$ cat src/rtl/core_pkg.sv
// Shared types and constants for the fetch stage of the five-stage core.
package core_pkg;

    localparam int unsigned CORE_XLEN = 32;

    // addi x0, x0, 0
    localparam logic [31:0] NOP_INSTR = 32'h0000_0013;

    typedef enum logic [1:0] {
        RESET_WAIT,
        RUN,
        DRAIN
    } fetch_state_t;

    // IF/DE pipeline register payload as seen by decode.
    typedef struct packed {
        logic [31:0]           instr;
        logic [CORE_XLEN-1:0]  pc;
        logic [CORE_XLEN-1:0]  pc_plus4;
        logic                  valid;
    } ifde_t;

endpackage

$ cat src/rtl/fetch_fifo.sv
// Small synchronous FIFO with a synchronous clear and an occupancy count.
module fetch_fifo #(
    parameter int unsigned WIDTH = 64,
    parameter int unsigned DEPTH = 2
) (
    input  logic                       clk,
    input  logic                       rst_n,
    input  logic                       clear,
    input  logic                       push,
    input  logic [WIDTH-1:0]           push_data,
    input  logic                       pop,
    output logic [WIDTH-1:0]           pop_data,
    output logic [$clog2(DEPTH+1)-1:0] count,
    output logic                       empty
);

    localparam int unsigned PW = $clog2(DEPTH);
    localparam int unsigned CW = $clog2(DEPTH + 1);

    logic [WIDTH-1:0] mem [DEPTH];
    logic [PW-1:0]    rd_ptr;
    logic [PW-1:0]    wr_ptr;
    logic             push_ok;
    logic             pop_ok;

    assign empty    = (count == '0);
    assign push_ok  = push && (count != CW'(DEPTH));
    assign pop_ok   = pop && !empty;
    assign pop_data = mem[rd_ptr];

    // Storage array: data only, no reset needed since count gates visibility.
    always_ff @(posedge clk) begin
        if (push_ok && !clear) begin
            mem[wr_ptr] <= push_data;
        end
    end

    // Pointers and occupancy; clear discards everything in one cycle.
    always_ff @(posedge clk or negedge rst_n) begin
        if (!rst_n) begin
            rd_ptr <= '0;
            wr_ptr <= '0;
            count  <= '0;
        end else if (clear) begin
            rd_ptr <= '0;
            wr_ptr <= '0;
            count  <= '0;
        end else begin
            if (push_ok) begin
                wr_ptr <= wr_ptr + PW'(1);
            end
            if (pop_ok) begin
                rd_ptr <= rd_ptr + PW'(1);
            end
            count <= count + CW'(push_ok) - CW'(pop_ok);
        end
    end

endmodule

$ cat src/rtl/fetch_unit.sv
// Instruction fetch stage: PC, credit-limited in-order imem requests,
// response queue and the IF/DE pipeline register.
module fetch_unit import core_pkg::*; #(
    parameter int unsigned      XLEN       = CORE_XLEN,
    parameter logic [XLEN-1:0]  RESET_PC   = '0,
    parameter int unsigned      FIFO_DEPTH = 2,
    parameter logic [31:0]      NOP        = NOP_INSTR
) (
    input  logic            clk,
    input  logic            rst_n,
    input  logic            if_stall,
    input  logic            de_stall,
    input  logic            de_flush,
    input  logic            ex_pc_src,
    input  logic [XLEN-1:0] ex_pc_target,
    output logic            imem_req_valid,
    input  logic            imem_req_ready,
    output logic [XLEN-1:0] imem_req_addr,
    input  logic            imem_rsp_valid,
    input  logic [31:0]     imem_rsp_data,
    output logic            de_valid,
    output logic [31:0]     de_instr,
    output logic [XLEN-1:0] de_pc,
    output logic [XLEN-1:0] de_pc_plus4,
    output logic            fetch_busy
);

    localparam int unsigned CW = $clog2(FIFO_DEPTH + 1);
    localparam int unsigned PW = $clog2(FIFO_DEPTH);
    localparam int unsigned EW = 32 + XLEN;

    fetch_state_t    state, state_next;
    logic [XLEN-1:0] pc, pc_next;
    logic [CW-1:0]   outstanding, outstanding_next;
    logic [CW-1:0]   discard_cnt, discard_next;

    // Shadow queue holding the PC of every request still in flight.
    logic [XLEN-1:0] shadow [FIFO_DEPTH];
    logic [PW-1:0]   sh_rd, sh_wr;

    logic            fifo_push, fifo_pop, fifo_clear, fifo_empty;
    logic [CW-1:0]   fifo_count;
    logic [EW-1:0]   fifo_rd_data;
    logic [CW:0]     used;
    logic            has_credit, rsp_take, req_fire;

    assign imem_req_addr = pc;

    fetch_fifo #(
        .WIDTH (EW),
        .DEPTH (FIFO_DEPTH)
    ) u_fifo (
        .clk       (clk),
        .rst_n     (rst_n),
        .clear     (fifo_clear),
        .push      (fifo_push),
        .push_data ({imem_rsp_data, shadow[sh_rd]}),
        .pop       (fifo_pop),
        .pop_data  (fifo_rd_data),
        .count     (fifo_count),
        .empty     (fifo_empty)
    );

    // Next-state, request issue and queue control.
    always_comb begin
        used             = {1'b0, fifo_count} + {1'b0, outstanding};
        has_credit       = used < (CW + 1)'(FIFO_DEPTH);
        rsp_take         = imem_rsp_valid && (outstanding != '0);
        imem_req_valid   = (state != RESET_WAIT) && !if_stall && has_credit && !ex_pc_src;
        req_fire         = imem_req_valid && imem_req_ready;
        state_next       = state;
        pc_next          = pc;
        discard_next     = discard_cnt;
        outstanding_next = outstanding + CW'(req_fire) - CW'(rsp_take);
        fifo_clear       = ex_pc_src;
        fifo_push        = rsp_take && (discard_cnt == '0) && !ex_pc_src;
        fifo_pop         = !de_flush && !ex_pc_src && !de_stall && !fifo_empty;
        fetch_busy       = (state == DRAIN) || (fifo_empty && (outstanding != '0));

        if (ex_pc_src) begin
            // Everything still in flight belongs to the old path; the response
            // landing this cycle is already consumed, so it is not counted.
            pc_next      = ex_pc_target & {{(XLEN-2){1'b1}}, 2'b00};
            discard_next = outstanding - CW'(rsp_take);
            state_next   = (discard_next != '0) ? DRAIN : RUN;
        end else begin
            if (req_fire) begin
                pc_next = pc + XLEN'(4);
            end
            if (rsp_take && (discard_cnt != '0)) begin
                discard_next = discard_cnt - CW'(1);
            end
            case (state)
                RESET_WAIT: state_next = RUN;
                DRAIN:      if (discard_next == '0) state_next = RUN;
                default:    state_next = state;
            endcase
        end
    end

    // FSM state register.
    always_ff @(posedge clk or negedge rst_n) begin
        if (!rst_n) begin
            state <= RESET_WAIT;
        end else begin
            state <= state_next;
        end
    end

    // PC and in-flight/discard counters.
    always_ff @(posedge clk or negedge rst_n) begin
        if (!rst_n) begin
            pc          <= RESET_PC;
            outstanding <= '0;
            discard_cnt <= '0;
            sh_rd       <= '0;
            sh_wr       <= '0;
        end else begin
            pc          <= pc_next;
            outstanding <= outstanding_next;
            discard_cnt <= discard_next;
            if (req_fire) begin
                sh_wr <= sh_wr + PW'(1);
            end
            if (rsp_take) begin
                sh_rd <= sh_rd + PW'(1);
            end
        end
    end

    // Shadow PC storage written on each accepted request.
    always_ff @(posedge clk) begin
        if (req_fire) begin
            shadow[sh_wr] <= pc;
        end
    end

    // IF/DE register: flush/redirect bubble, then stall hold, then pop.
    always_ff @(posedge clk or negedge rst_n) begin
        if (!rst_n) begin
            de_valid    <= 1'b0;
            de_instr    <= NOP;
            de_pc       <= '0;
            de_pc_plus4 <= '0;
        end else if (de_flush || ex_pc_src) begin
            de_valid <= 1'b0;
            de_instr <= NOP;
        end else if (!de_stall) begin
            if (!fifo_empty) begin
                de_valid    <= 1'b1;
                de_instr    <= fifo_rd_data[EW-1:XLEN];
                de_pc       <= fifo_rd_data[XLEN-1:0];
                de_pc_plus4 <= fifo_rd_data[XLEN-1:0] + XLEN'(4);
            end else begin
                de_valid <= 1'b0;
                de_instr <= NOP;
            end
        end
    end

endmodule
$ cat config.mk
export PLATFORM = sky130hd
export DESIGN_NAME = fetch_unit
export DESIGN_NICKNAME = d
export VERILOG_FILES = /design/src/rtl/core_pkg.sv /design/src/rtl/fetch_fifo.sv /design/src/rtl/fetch_unit.sv
export SDC_FILE = /design/constraint.sdc
export NUM_CORES = 1
export LEC_CHECK = 0
export CAP_MARGIN = 15
export CORE_ASPECT_RATIO = 0.6
export CORE_UTILIZATION = 55
export DETAILED_ROUTE_END_ITERATION = 8
export PLACE_DENSITY = 0.81
export SLEW_MARGIN = 15
export SYNTH_ARGS = -nofsm -noshare
export SYNTH_HDL_FRONTEND = slang
export SYNTH_SLANG_ARGS = --single-unit
$ cat constraint.sdc
create_clock -name clk -period 11 [get_ports clk]
set_input_delay 2.2 -clock clk [delete_from_list [all_inputs] [get_ports clk]]
set_output_delay 2.2 -clock clk [all_outputs]
set_load 0.02 [all_outputs]
==> implementation parameters, run 1 <==
Parameter                              Value

Critical path
  Req. time, crit path ... ~8.8 ns
  Crit path capture type ... output pin
  Most used cell along the critical path ... sky130_fd_sc_hd__clkdlybuf4s50_1
  Sort of element at the start of the critical path ... input pin
  Critical Setup Path Class ... in -> out
  Crit-path max cell delay ... 0.60 ns
  Arr. time, crit path ... 4.06 ns
  R2r startpoint ... u_fifo.rd_ptr
  CP Max Fanout ... 46
  Slowest-stage cell, CP ... sky130_fd_sc_hd__clkdlybuf4s50_1
  Worst Setup SP ... ex_pc_src
  Crit-path cells ... clkdlybuf4s50_1 > buf_4 > nor4_1 > o21a_1 > clkdlybuf4s50_1

Yosys
  Part of the Yosys area used for sequential elements ... 0.665
  Most common flop cell mapped by yosys ... sky130_fd_sc_hd__edfxtp_1
  Count of flip-flops with a built-in enable after synthesis ... 184
  Post-synth design cell area ... 0.0134 sq mm
  Fraction of registers with async set or reset after synthesis ... 0.423
  Mean Syn Cell Area ... 13.0 sq um
  Seq cells post-synth ... 319
  Synthesis warning total ... 0
  Distinct cell type count after synthesis ... 64
  Cell count after synthesis ... 1,029

GRT
  M1 GR Usage ... 0.417
  Vias in the first global route ... 8,363
  GR Util met2 ... 0.336
  Maximum number of pins on one net before global-route repair ... 108
  Global-route wire length before repair ... around 48,000 um
  GRT Residual Overflow ... 0
  Global-route layer with the greatest usage ... met1
  Met3 routing resource usage after global routing ... 0.0425
  Total Routing Usage GR ... 0.248
  Antenna violations before repair ... 0

Cells and area
  Layout fillers ... 1,659
  Final net count ... 1,293
  Share of layout cells above drive strength 1 ... 0.0835
  Layout-stage area growth over the synthesis result ... 22.6%
  Antenna diode count ... 0

Clocking
  Resized Gates After CTS ... 0
  Clock root buffer ... sky130_fd_sc_hd__clkbuf_16
  Number of sinks handled by clock tree synthesis ... 319
  Number of levels the H-tree was split into ... 1
  TritonCTS clock tree ... built
  Clock insertion delay at the later pin of the skew report ... about 0.54 ns
  Number of hold buffers added after CTS ... 0
  Clk pin slew, worst setup/hold paths ... 0.06 ns
  CTS Buf Count ... 28
  Number of buffers on the longest clock path ... 3
  Post-CTS setup repair buffer count ... 0

Pwr
  Pwr dens ... 200 mW/mm^2
  Worst-case vdd ir drop ... roughly 0.00011 V
  Final total power ... 3290 uW
  Static leakage ... slightly above 0.006 uW

Routing
  Total DRC errors in the routed layout ... 0
  Routed wire length ... 30,900 um
  Ratio of routed vias to standard cells ... between 5 and 6
  Starting DRT DRC Count ... 881
  Mean routed wirelength per cell ... 19.9 um
  Detailed-route via count ... 9,123
  First-pass DRT Iterations ... 6
  Remaining antenna violation count after routing ... 0

Placement
  Setup WS pre-CTS ... 4.73 ns
  Placer Congestion ... 0.913
  Total of buffers placed on input and output ports ... 194
  Half-perimeter wire length of the detailed placement result ... roughly 21,000 um

Floorplan
  Standard-cell row count ... 43
  Vert. Die Dim ... between 100 and 150 um
  I/O pin count ... 203
  Core area ... 0.0235 sq mm
  Starting Density ... 0.570
  Die width ... between 200 and 250 um
  Overall die area ... 0.0250 sq mm

Timing
  Final critical-path required period ... around 6.3 ns
  Worst Setup Slack, final ... about 4.7 ns
  Max-Slew Margin vs Limit ... 0.236
  Peak Freq ... around 160 MHz
  Final max-slew violation count ... 0
  Final count of negative-setup-slack endpoints ... 0
  Share of the cycle needed by the critical path after routing ... 0.569
  Transition time at the pin with the least slew margin ... 1.14 ns
  Count of endpoints failing hold in the final timing report ... 0
  Unrepaired setup endpoints after global routing ... no
  Final Skew ... 0.0185 ns
  Fin Setup TNS ... 0 ns

Min path
  Hold path startpoint ... de_pc_plus4[2]
  Hold Crit Class ... reg -> reg

Outcome
  Status ... finished clean

Flow run
  Max_cap viols ... 0
-- synth_stat cells (3+ instances only) --
cell,number,share of area
sky130_fd_sc_hd__a211oi_1,3,0.0017
sky130_fd_sc_hd__a21o_1,5,0.0028
sky130_fd_sc_hd__a21oi_1,14,0.0052
sky130_fd_sc_hd__a222oi_1,4,0.0030
sky130_fd_sc_hd__a22oi_1,6,0.0034
sky130_fd_sc_hd__a31oi_1,5,0.0023
sky130_fd_sc_hd__a32oi_1,3,0.0020
sky130_fd_sc_hd__and2_1,7,0.0033
sky130_fd_sc_hd__and3_1,4,0.0019
sky130_fd_sc_hd__buf_1,4,0.0011
sky130_fd_sc_hd__buf_2,15,0.0056
sky130_fd_sc_hd__buf_4,8,0.0045
sky130_fd_sc_hd__buf_6,5,0.0042
sky130_fd_sc_hd__clkbuf_1,24,0.0067
sky130_fd_sc_hd__dfrtp_1,132,0.25
sky130_fd_sc_hd__dfstp_2,3,0.0059
sky130_fd_sc_hd__edfxtp_1,184,0.41
sky130_fd_sc_hd__ha_1,8,0.0075
sky130_fd_sc_hd__inv_1,15,0.0042
sky130_fd_sc_hd__mux2_2,36,0.030
sky130_fd_sc_hd__mux2i_1,63,0.047
sky130_fd_sc_hd__nand2_1,163,0.046
sky130_fd_sc_hd__nand2b_1,5,0.0023
sky130_fd_sc_hd__nand3_1,41,0.015
sky130_fd_sc_hd__nand3b_1,5,0.0028
sky130_fd_sc_hd__nand4_1,23,0.011
sky130_fd_sc_hd__nand4b_1,11,0.0072
sky130_fd_sc_hd__nor2_1,29,0.0081
sky130_fd_sc_hd__nor3_1,7,0.0026
sky130_fd_sc_hd__nor4_1,4,0.0019
sky130_fd_sc_hd__o211ai_1,14,0.0078
sky130_fd_sc_hd__o21ai_0,85,0.032
sky130_fd_sc_hd__o311ai_0,15,0.0098
sky130_fd_sc_hd__o31a_1,3,0.0020
sky130_fd_sc_hd__o31ai_1,5,0.0028
sky130_fd_sc_hd__or3_1,3,0.0014
sky130_fd_sc_hd__or4_1,5,0.0028
sky130_fd_sc_hd__xnor2_1,19,0.012
sky130_fd_sc_hd__xor2_1,9,0.0059
-- area by class of cell --
cell class / count / area, sq um / share of cell area
clock inverters: 8 / 43.8 / 0.00267
inverters: 17 / 68.8 / 0.00419
repair buffers: 204 / 2020 / 0.123
multi-input cells: 642 / 4160 / 0.253
well taps: 315 / 394 / 0.0240
clock buffers: 44 / 832 / 0.0507
flip-flops and latches: 319 / 8910 / 0.543
-- routing by layer --
layer | vias up | wire [um] | share of wire
li1 | 4178 | - | -
met1 | 4447 | 15000 | 0.49
met2 | 472 | 12700 | 0.41
met3 | 26 | 2800 | 0.090
met4 | 0 | 343 | 0.011
met5 | - | 0 | 0
-- kinds of logic (layout without fill, tap and decap cells) --
group                    after synthesis  in the layout  synth area share
adder cells (fa/ha/maj)                9              9           0.00897
other                                  1              6          0.000280
buffers and inverters                 73            273            0.0273
XOR/XNOR                              28             28            0.0183
flip-flops                           319            319             0.665
AND/OR/NAND/NOR                      317            317             0.114
multiplexers                          99             99            0.0774
AO/OA/AOI/OAI                        183            183            0.0886
-- where the power goes --
| group | total [uW] | switching, uW | internal, uW | leakage (uW) |
|---|---|---|---|---|
| logic | 769 | 411 | 358 | 0.00223 |
| clock network | 934 | 415 | 519 | 0.000428 |
| registers | 1590 | 132 | 1460 | 0.00340 |
| total | 3290 | 959 | 2330 | 0.00606 |
-- worst max-delay path: cells and delay by family --
kind	cells	cell delay (ns)
buffers and inverters	3	1.26
AND/OR/NAND/NOR	1	0.42
AO/OA/AOI/OAI	1	0.18
-- layout by cell type (no fill, tap or decap), drive strengths merged, types with 9 or more instances in the layout --
cell type,n
clkdlybuf4s50,193
edfxtp,184
nand2,163
dfrtp,132
o21ai,87
mux2i,63
clkbuf,44
nand3,41
mux2,36
nor2,29
nand4,24
xnor2,19
inv,16
o311ai,15
a21oi,14
o211ai,14
nand4b,11
buf,11
xor2,9
-- worst paths after layout --
| check | end | slack [ns] | cells past startpoint |
|---|---|---|---|
| worst max-delay path | imem_req_valid | 4.74 | 5 |
| max in group asynchronous | de_instr[13] | 8.04 | 2 |
| worst max register to register | de_pc_plus4[26] | 7.42 | 7 |
| worst min register to register | de_pc_plus4[2] | 0.47 | 2 |
| min in group asynchronous | de_pc[13] | 1.70 | 1 |
| worst min-delay path | de_pc_plus4[2] | 0.47 | 2 |
-- state kept, by name, summed over array words and instances (netlist names), 2 cells and up --
register and cells:
imem_req_addr 30, discard_cnt 2, u_fifo.mem 124, shadow 60
de_pc_plus4 30, outstanding 2, state 2, de_pc 30
de_instr 32, u_fifo.count 2
-- per-stage QoR --
stage           util  hold WS (ns)  instances  cell area [sq um]
6_report       0.699         0.474       1549              16400
5_1_grt        0.699         0.494       1549              16400
2_1_floorplan      -         0.460       1034              13400
4_1_cts        0.699         0.478       1549              16400
3_3_place_gp   0.661         0.458       1497              15500
3_5_place_dp   0.661         0.462       1497              15500
Power figures use the tool's default switching activity.
==> run 2, diff against run 1 <==
--- a/config.mk
+++ b/config.mk
@@ -7,9 +7,9 @@
 export LEC_CHECK = 0
 export CAP_MARGIN = 15
 export CORE_ASPECT_RATIO = 0.6
-export CORE_UTILIZATION = 55
+export CORE_UTILIZATION = 54
 export DETAILED_ROUTE_END_ITERATION = 8
-export PLACE_DENSITY = 0.81
+export PLACE_DENSITY = 0.8
 export SLEW_MARGIN = 15
 export SYNTH_ARGS = -nofsm -noshare
 export SYNTH_HDL_FRONTEND = slang
==> constraint.sdc (replaced) <==
create_clock -name clk -period 6.4 [get_ports clk]
set_input_delay 1.28 -clock clk [delete_from_list [all_inputs] [get_ports clk]]
set_output_delay 1.28 -clock clk [all_outputs]
set_load 0.02 [all_outputs]
==> run 2 against run 1 <==
  * First-iteration DRC count up 3.9%
  * Sequential cell count unchanged
  * Sequential power up 71%
==> implementation parameters, run 2 (synthesis results as in run 1) <==
Parameter                              Value

Outcome
  Status ... finished clean

Critical path
  R2r startpoint ... u_fifo.rd_ptr
  Cell family with most CP delay ... buffers and inverters
  Sort of element at the start of the critical path ... input pin
  Count of buffer and inverter cells on the critical path ... 2 (-1)
  Endpoint of the most critical register-to-register path ... de_pc_plus4[26]
  Slowest-stage cell, CP ... sky130_fd_sc_hd__clkdlybuf4s50_1
  Critical Setup Path Class ... in -> out
  Crit-path cells ... clkdlybuf4s50_1 > nor4_1 > o21a_1 > clkdlybuf4s50_1
  Arr. time, crit path ... 2.90 ns (-1.16 ns)
  Worst-case reg-to-reg path depth ... 7 (unchanged)
  CP Max Fanout ... 2 (-96%)
  Reg2reg setup slack ... 2.88 ns (-4.54 ns)
  Most used cell along the critical path ... sky130_fd_sc_hd__clkdlybuf4s50_1
  Req. time, crit path ... 5.12 ns (-3.68 ns)
  Crit path capture ... imem_req_valid
  Crit-path max cell delay ... 0.60 ns (about the same)
  Crit path capture type ... output pin
  Critical path depth ... 4 (-1)
  Worst Setup SP ... ex_pc_src

GRT
  Vias in the first global route ... 8,300 (-0.75%)
  Maximum number of pins on one net before global-route repair ... 102 (-5.6%)
  Global-route wire length before repair ... 46,600 um (-2.1%)
  Antenna violations before repair ... 0 (unchanged)
  GRT Residual Overflow ... 0 (unchanged)
  Total Routing Usage GR ... 0.239 (-0.00868)

Placement
  Placer Congestion ... 0.918 (+0.55%)
  Cell count after placement ... 1,504 (+0.47%)
  Half-perimeter wire length of the detailed placement result ... 20,900 um (-0.59%)
  Post-DP Area ... 0.0156 sq mm (+0.19%)
  Total of buffers placed on input and output ports ... 194 (unchanged)

Timing
  Transition time at the pin with the least slew margin ... 1.11 ns (-0.0269 ns)
  Unrepaired setup endpoints after global routing ... no
  Final Skew ... 0.0218 ns (+0.00330 ns)
  Final count of negative-setup-slack endpoints ... 0 (unchanged)
  Final max-slew violation count ... 0 (unchanged)
  Fin Setup TNS ... 0 ns (unchanged)
  Share of the cycle needed by the critical path after routing ... 0.653
  Peak Freq ... 239 MHz
  Max-Slew Margin vs Limit ... 0.254 (+0.0180)
  Count of endpoints failing hold in the final timing report ... 0 (unchanged)
  Final critical-path required period ... 4.18 ns

Cells and area
  Area used by sequential logic in the layout ... 0.00891 sq mm (unchanged)
  Layout fillers ... 1,706 (+2.8%)
  Final net count ... 1,294 (+0.077%)
  Post-Layout Inst Area ... 0.0166 sq mm (+0.90%)
  Most frequent cells in the layout ... sky130_fd_sc_hd__clkdlybuf4s50_1, sky130_fd_sc_hd__edfxtp_1, sky130_fd_sc_hd__nand2_1
  Layout-stage area growth over the synthesis result ... 23.7%
  Antenna diode count ... 0 (unchanged)
  Share of layout cells above drive strength 1 ... 0.0922 (+0.00876)
  Top Registers ... u_fifo.mem (124), shadow (60), de_instr (32)
  Flip-flop count of the largest register, all copies and words added ... 124 (unchanged)
  Combined area of the multi-input logic cells ... 0.00415 sq mm (about the same)
  Top reg by flops ... u_fifo.mem
  Most common library cell in the layout ignoring fill and taps ... sky130_fd_sc_hd__clkdlybuf4s50_1
  Number of non-filler instances in the completed layout ... 1,558 (+0.58%)

Pwr
  Pwr dens ... 352 mW/mm^2 (+76%)
  Worst-case vdd ir drop ... 0.000167 V (+55%)
  Static leakage ... 0.00612 uW (+1.1%)
  Final total power ... 5840 uW (+77%)

Routing
  Routed wire length ... 30,700 um (-0.61%)
  First-pass DRT Iterations ... 6 (unchanged)
  Mean routed wirelength per cell ... 19.7 um (-1.2%)
  Ratio of routed vias to standard cells ... 5.86 (-0.53%)
  Remaining antenna violation count after routing ... 0 (unchanged)
  Detailed-route via count ... 9,127 (+0.044%)
  Starting DRT DRC Count ... 915 (+3.9%)
  Total DRC errors in the routed layout ... 0 (unchanged)

Clocking
  Number of sinks handled by clock tree synthesis ... 319 (unchanged)
  Number of hold buffers added after CTS ... 0 (unchanged)
  Number of buffers on the longest clock path ... 3 (unchanged)
  Post-CTS setup repair buffer count ... 0 (unchanged)
  Clk pin slew, worst setup/hold paths ... 0.06 ns (about the same)
  CTS Buf Count ... 29 (+3.6%)
  Number of levels the H-tree was split into ... 1 (unchanged)
  Clock insertion delay at the later pin of the skew report ... 0.55 ns (about the same)
  Resized Gates After CTS ... 0 (unchanged)
  TritonCTS clock tree ... built
  Clock root buffer ... sky130_fd_sc_hd__clkbuf_16

Floorplan
  Die width ... 205 um (+0.91%)
  I/O pin count ... 203 (unchanged)
  Starting Density ... 0.552 (-0.0180)
  Overall die area ... 0.0255 sq mm (+1.8%)
  Vert. Die Dim ... 124 um (+0.90%)
  Standard-cell row count ... 44 (+2.3%)
  Core area ... 0.0243 sq mm (+3.3%)

Flow run
  Max_cap viols ... 0 (unchanged)

Min path
  Hold Crit Class ... reg -> reg
-- run 2: worst min path at each step --
stage                         startpoint        endpoint  slack, ns  cells after the start
after floorplan                    sh_wr           sh_wr       0.46                      1
after global routing               sh_rd           sh_rd       0.49                      1
after detailed placement  de_pc_plus4[3]  de_pc_plus4[3]       0.46                      2
final                              sh_rd           sh_rd       0.47                      1
after CTS                          sh_rd           sh_rd       0.48                      1
after global placement          de_valid        de_valid       0.46                      2
-- run 2: metrics by stage --
| stage | utilization | worst slack, ns | hold slack (ns) |
|---|---|---|---|
| global route | 0.683 | 2.12 | 0.489 |
| detailed placement | 0.642 | 2.24 | 0.462 |
| global placement | 0.642 | 2.24 | 0.457 |
| CTS | 0.682 | 2.22 | 0.476 |
| finish | 0.683 | 2.22 | 0.473 |
| floorplan | - | 1.00 | 0.460 |
-- run 2: final cells by class --
cell class	count	share of cell area
Timing Repair Buffer	204	0.123
Tap cell	322	0.0243
Clock buffer	36	0.0485
Inverter	17	0.00415
Multi-Input combinational cell	642	0.251
Sequential cell	319	0.538
Clock inverter	18	0.0115
-- run 2: where the power goes --
| part | total [uW] | switching (uW) | internal, uW |
|---|---|---|---|
| Sequential | 2720 | 224 | 2500 |
| Combinational | 1330 | 712 | 618 |
| Clock | 1780 | 762 | 1020 |
-- run 2: routing by layer --
| metal | global-route usage | vias up | wire, um |
|---|---|---|---|
| li1 | - | 4194 | - |
| met1 | 0.397 | 4491 | 15300 |
| met2 | 0.330 | 407 | 12800 |
| met3 | 0.0416 | 35 | 2250 |
| met4 | 0.0380 | 0 | 384 |
| met5 | 0 | - | 0 |
==> run 3, diff against run 2 <==
==> constraint.sdc (replaced) <==
create_clock -name clk -period 4.35 [get_ports clk]
set_input_delay 0.87 -clock clk [delete_from_list [all_inputs] [get_ports clk]]
set_output_delay 0.87 -clock clk [all_outputs]
set_load 0.02 [all_outputs]
==> run 3 against run 2 <==
  * Clock skew decreased by 0.012 ns
  * Final area shrank 0.26%
  * Sequential power grew 47%
  * Critical endpoint unchanged
  * Count of clock-buffer cells in the layout is 9 higher
==> implementation parameters, run 3 (synthesis results as in run 1) <==
Parameter                              Value

Pwr
  Worst-case vdd ir drop ... 0.000263 V (+57%)
  Switching component of the power ... 2430 uW (+43%)
  Static leakage ... 0.00611 uW (-0.18%)
  Sw Ratio ... 0.289 (-0.00205)
  Internal cell power ... 5990 uW (+45%)
  Clock power share ... 0.291 (-0.014)
  Pwr dens ... 509 mW/mm^2 (+45%)
  Sequential share of power ... 0.477 (+0.010)
  Comb pwr share ... 0.232 (+0.004)

Clocking
  Clock root buffer ... sky130_fd_sc_hd__clkbuf_16
  Clk pin slew, worst setup/hold paths ... 0.06 ns (about the same)
  Number of levels the H-tree was split into ... 1 (unchanged)
  Resized Gates After CTS ... 0 (unchanged)
  TritonCTS clock tree ... built
  Clock insertion delay at the later pin of the skew report ... 0.54 ns (about the same)
  CTS Buf Count ... 29 (unchanged)
  Number of buffers on the longest clock path ... 3 (unchanged)
  Number of hold buffers added after CTS ... 0 (unchanged)
  Number of sinks handled by clock tree synthesis ... 319 (unchanged)
  Post-CTS setup repair buffer count ... 0 (unchanged)

Outcome
  Status ... finished clean

GRT
  Maximum number of pins on one net before global-route repair ... 87 (-15%)
  Total Routing Usage GR ... 0.239 (-0.000411)
  Global-route wire length before repair ... 46,500 um (-0.42%)
  GRT Residual Overflow ... 0 (unchanged)
  Antenna violations before repair ... 0 (unchanged)
  Vias in the first global route ... 8,273 (-0.33%)

Timing
  Count of endpoints failing hold in the final timing report ... 0 (unchanged)
  Max-Slew Margin vs Limit ... 0.208 (-0.0456)
  Final critical-path required period ... 3.67 ns
  Final count of negative-setup-slack endpoints ... 0 (unchanged)
  Unrepaired setup endpoints after global routing ... no
  Fin Setup TNS ... 0 ns (unchanged)
  Final Skew ... 0.0101 ns (-0.0117 ns)
  Peak Freq ... 273 MHz
  Share of the cycle needed by the critical path after routing ... 0.843
  Final max-slew violation count ... 0 (unchanged)
  Transition time at the pin with the least slew margin ... 1.18 ns (+0.0682 ns)

Cells and area
  Flip-flop count of the largest register, all copies and words added ... 124 (unchanged)
  Share of layout cells above drive strength 1 ... 0.0895 (-0.00272)
  Most common library cell in the layout ignoring fill and taps ... sky130_fd_sc_hd__clkdlybuf4s50_1
  Layout-stage area growth over the synthesis result ... 23.4%
  Top reg by flops ... u_fifo.mem
  Antenna diode count ... 0 (unchanged)
  Top Registers ... u_fifo.mem (124), shadow (60), de_instr (32)
  Final net count ... 1,298 (+0.31%)
  Most frequent cells in the layout ... sky130_fd_sc_hd__clkdlybuf4s50_1, sky130_fd_sc_hd__edfxtp_1, sky130_fd_sc_hd__nand2_1
  Post-Layout Inst Area ... 0.0165 sq mm (-0.26%)

Floorplan
  I/O pin count ... 203 (unchanged)
  Starting Density ... 0.552 (unchanged)
  Die width ... 205 um (unchanged)
  Standard-cell row count ... 44 (unchanged)
  Core area ... 0.0243 sq mm (unchanged)
  Vert. Die Dim ... 124 um (unchanged)
  Overall die area ... 0.0255 sq mm (unchanged)

Routing
  Total DRC errors in the routed layout ... 0 (unchanged)
  Routed wire length ... 30,900 um (+0.48%)
  Starting DRT DRC Count ... 709 (-23%)
  Remaining antenna violation count after routing ... 0 (unchanged)
  First-pass DRT Iterations ... 8 (+2)
  Detailed-route via count ... 9,093 (-0.37%)
  Mean routed wirelength per cell ... 19.8 um (+0.22%)
  Ratio of routed vias to standard cells ... 5.82 (-0.63%)

Placement
  Post-DP Area ... 0.0156 sq mm (+0.19%)
  Half-perimeter wire length of the detailed placement result ... 21,200 um (+1.3%)
  Placer Congestion ... 0.933 (+1.7%)
  Total of buffers placed on input and output ports ... 194 (unchanged)

Critical path
  Req. time, crit path ... 3.48 ns (-1.64 ns)
  Crit path capture type ... output pin
  Critical Setup Path Class ... reg -> out
  Arr. time, crit path ... 2.80 ns (-0.10 ns)
  CP Max Fanout ... 4 (+2)
  Sort of element at the start of the critical path ... flop

Min path
  Hold Crit Class ... in -> async

Flow run
  Max_cap viols ... 0 (unchanged)
## run 3: changes by cell type in the layout (fill, tap and decap cells not counted), sizes merged
cell,change
buf,+4
clkinv,-3
clkinvlp,-2
clkbuf,+9
inv,-2
bufinv,-2
## run 3: cell type report
class                      instances  area [sq um]
multi-input combinational        642          4150
fill                            1713          7750
clock inverter                     9          76.3
sequential                       319          8910
inverter                          17          68.8
timing repair buffer             208          2070
tap                              322           403
clock buffer                      45           846
## run 3: final timing paths
kind                                     start  slack (ns)  cells past startpoint               to
worst max-delay path            outstanding[0]        0.68                      6   imem_req_valid
worst min-delay path                     rst_n        0.31                      1  de_pc_plus4[19]
worst max register to register   u_fifo.rd_ptr        1.15                      6  de_pc_plus4[30]
worst min register to register    de_instr[26]        0.48                      2     de_instr[26]
max in group asynchronous                rst_n        3.06                      2      de_instr[4]
min in group clk                  de_instr[26]        0.48                      2     de_instr[26]
## run 3: through the flow
| stage | hold WS [ns] | worst slack (ns) | util | instances | power [uW] |
|---|---|---|---|---|---|
| final | 0.314 | 0.683 | 0.681 | 1562 | 8420 |
| after global routing | 0.357 | 0.612 | 0.681 | 1562 | 8770 |
| after CTS | 0.331 | 0.661 | 0.681 | 1562 | 8460 |
| after detailed placement | 0.468 | 0.809 | 0.643 | 1508 | 6020 |
| after global placement | 0.458 | 0.836 | 0.643 | 1508 | 5950 |
| after floorplan | 0.460 | 0.513 | - | 1034 | 5030 |
## run 3: metal layers
metal | share of wire | up-vias | routed length, um | GRT usage
li1 | - | 4205 | - | -
met1 | 0.49 | 4409 | 15100 | 0.402
met2 | 0.41 | 439 | 12700 | 0.324
met3 | 0.085 | 40 | 2630 | 0.0400
met4 | 0.012 | 0 | 378 | 0.0375
met5 | 0 | - | 0 | 0
## run 3: power groups by stage
stage	registers, uW	logic [uW]	clock network (uW)
after floorplan	4310	723	0
after global placement	4040	1910	0
after detailed placement	4070	1950	0
after CTS	4010	1970	2490
after global routing	4060	2110	2600
final	4010	1950	2450
## run 3: worst max-delay path, stage by stage (launching register included)
cell and delay, ns:
sky130_fd_sc_hd__dfrtp_1 0.38, sky130_fd_sc_hd__inv_1 0.09, sky130_fd_sc_hd__nor2_1 0.13, sky130_fd_sc_hd__fa_1 0.43, sky130_fd_sc_hd__nor4_1 0.44, sky130_fd_sc_hd__o21a_1 0.19, sky130_fd_sc_hd__clkdlybuf4s50_1 0.60
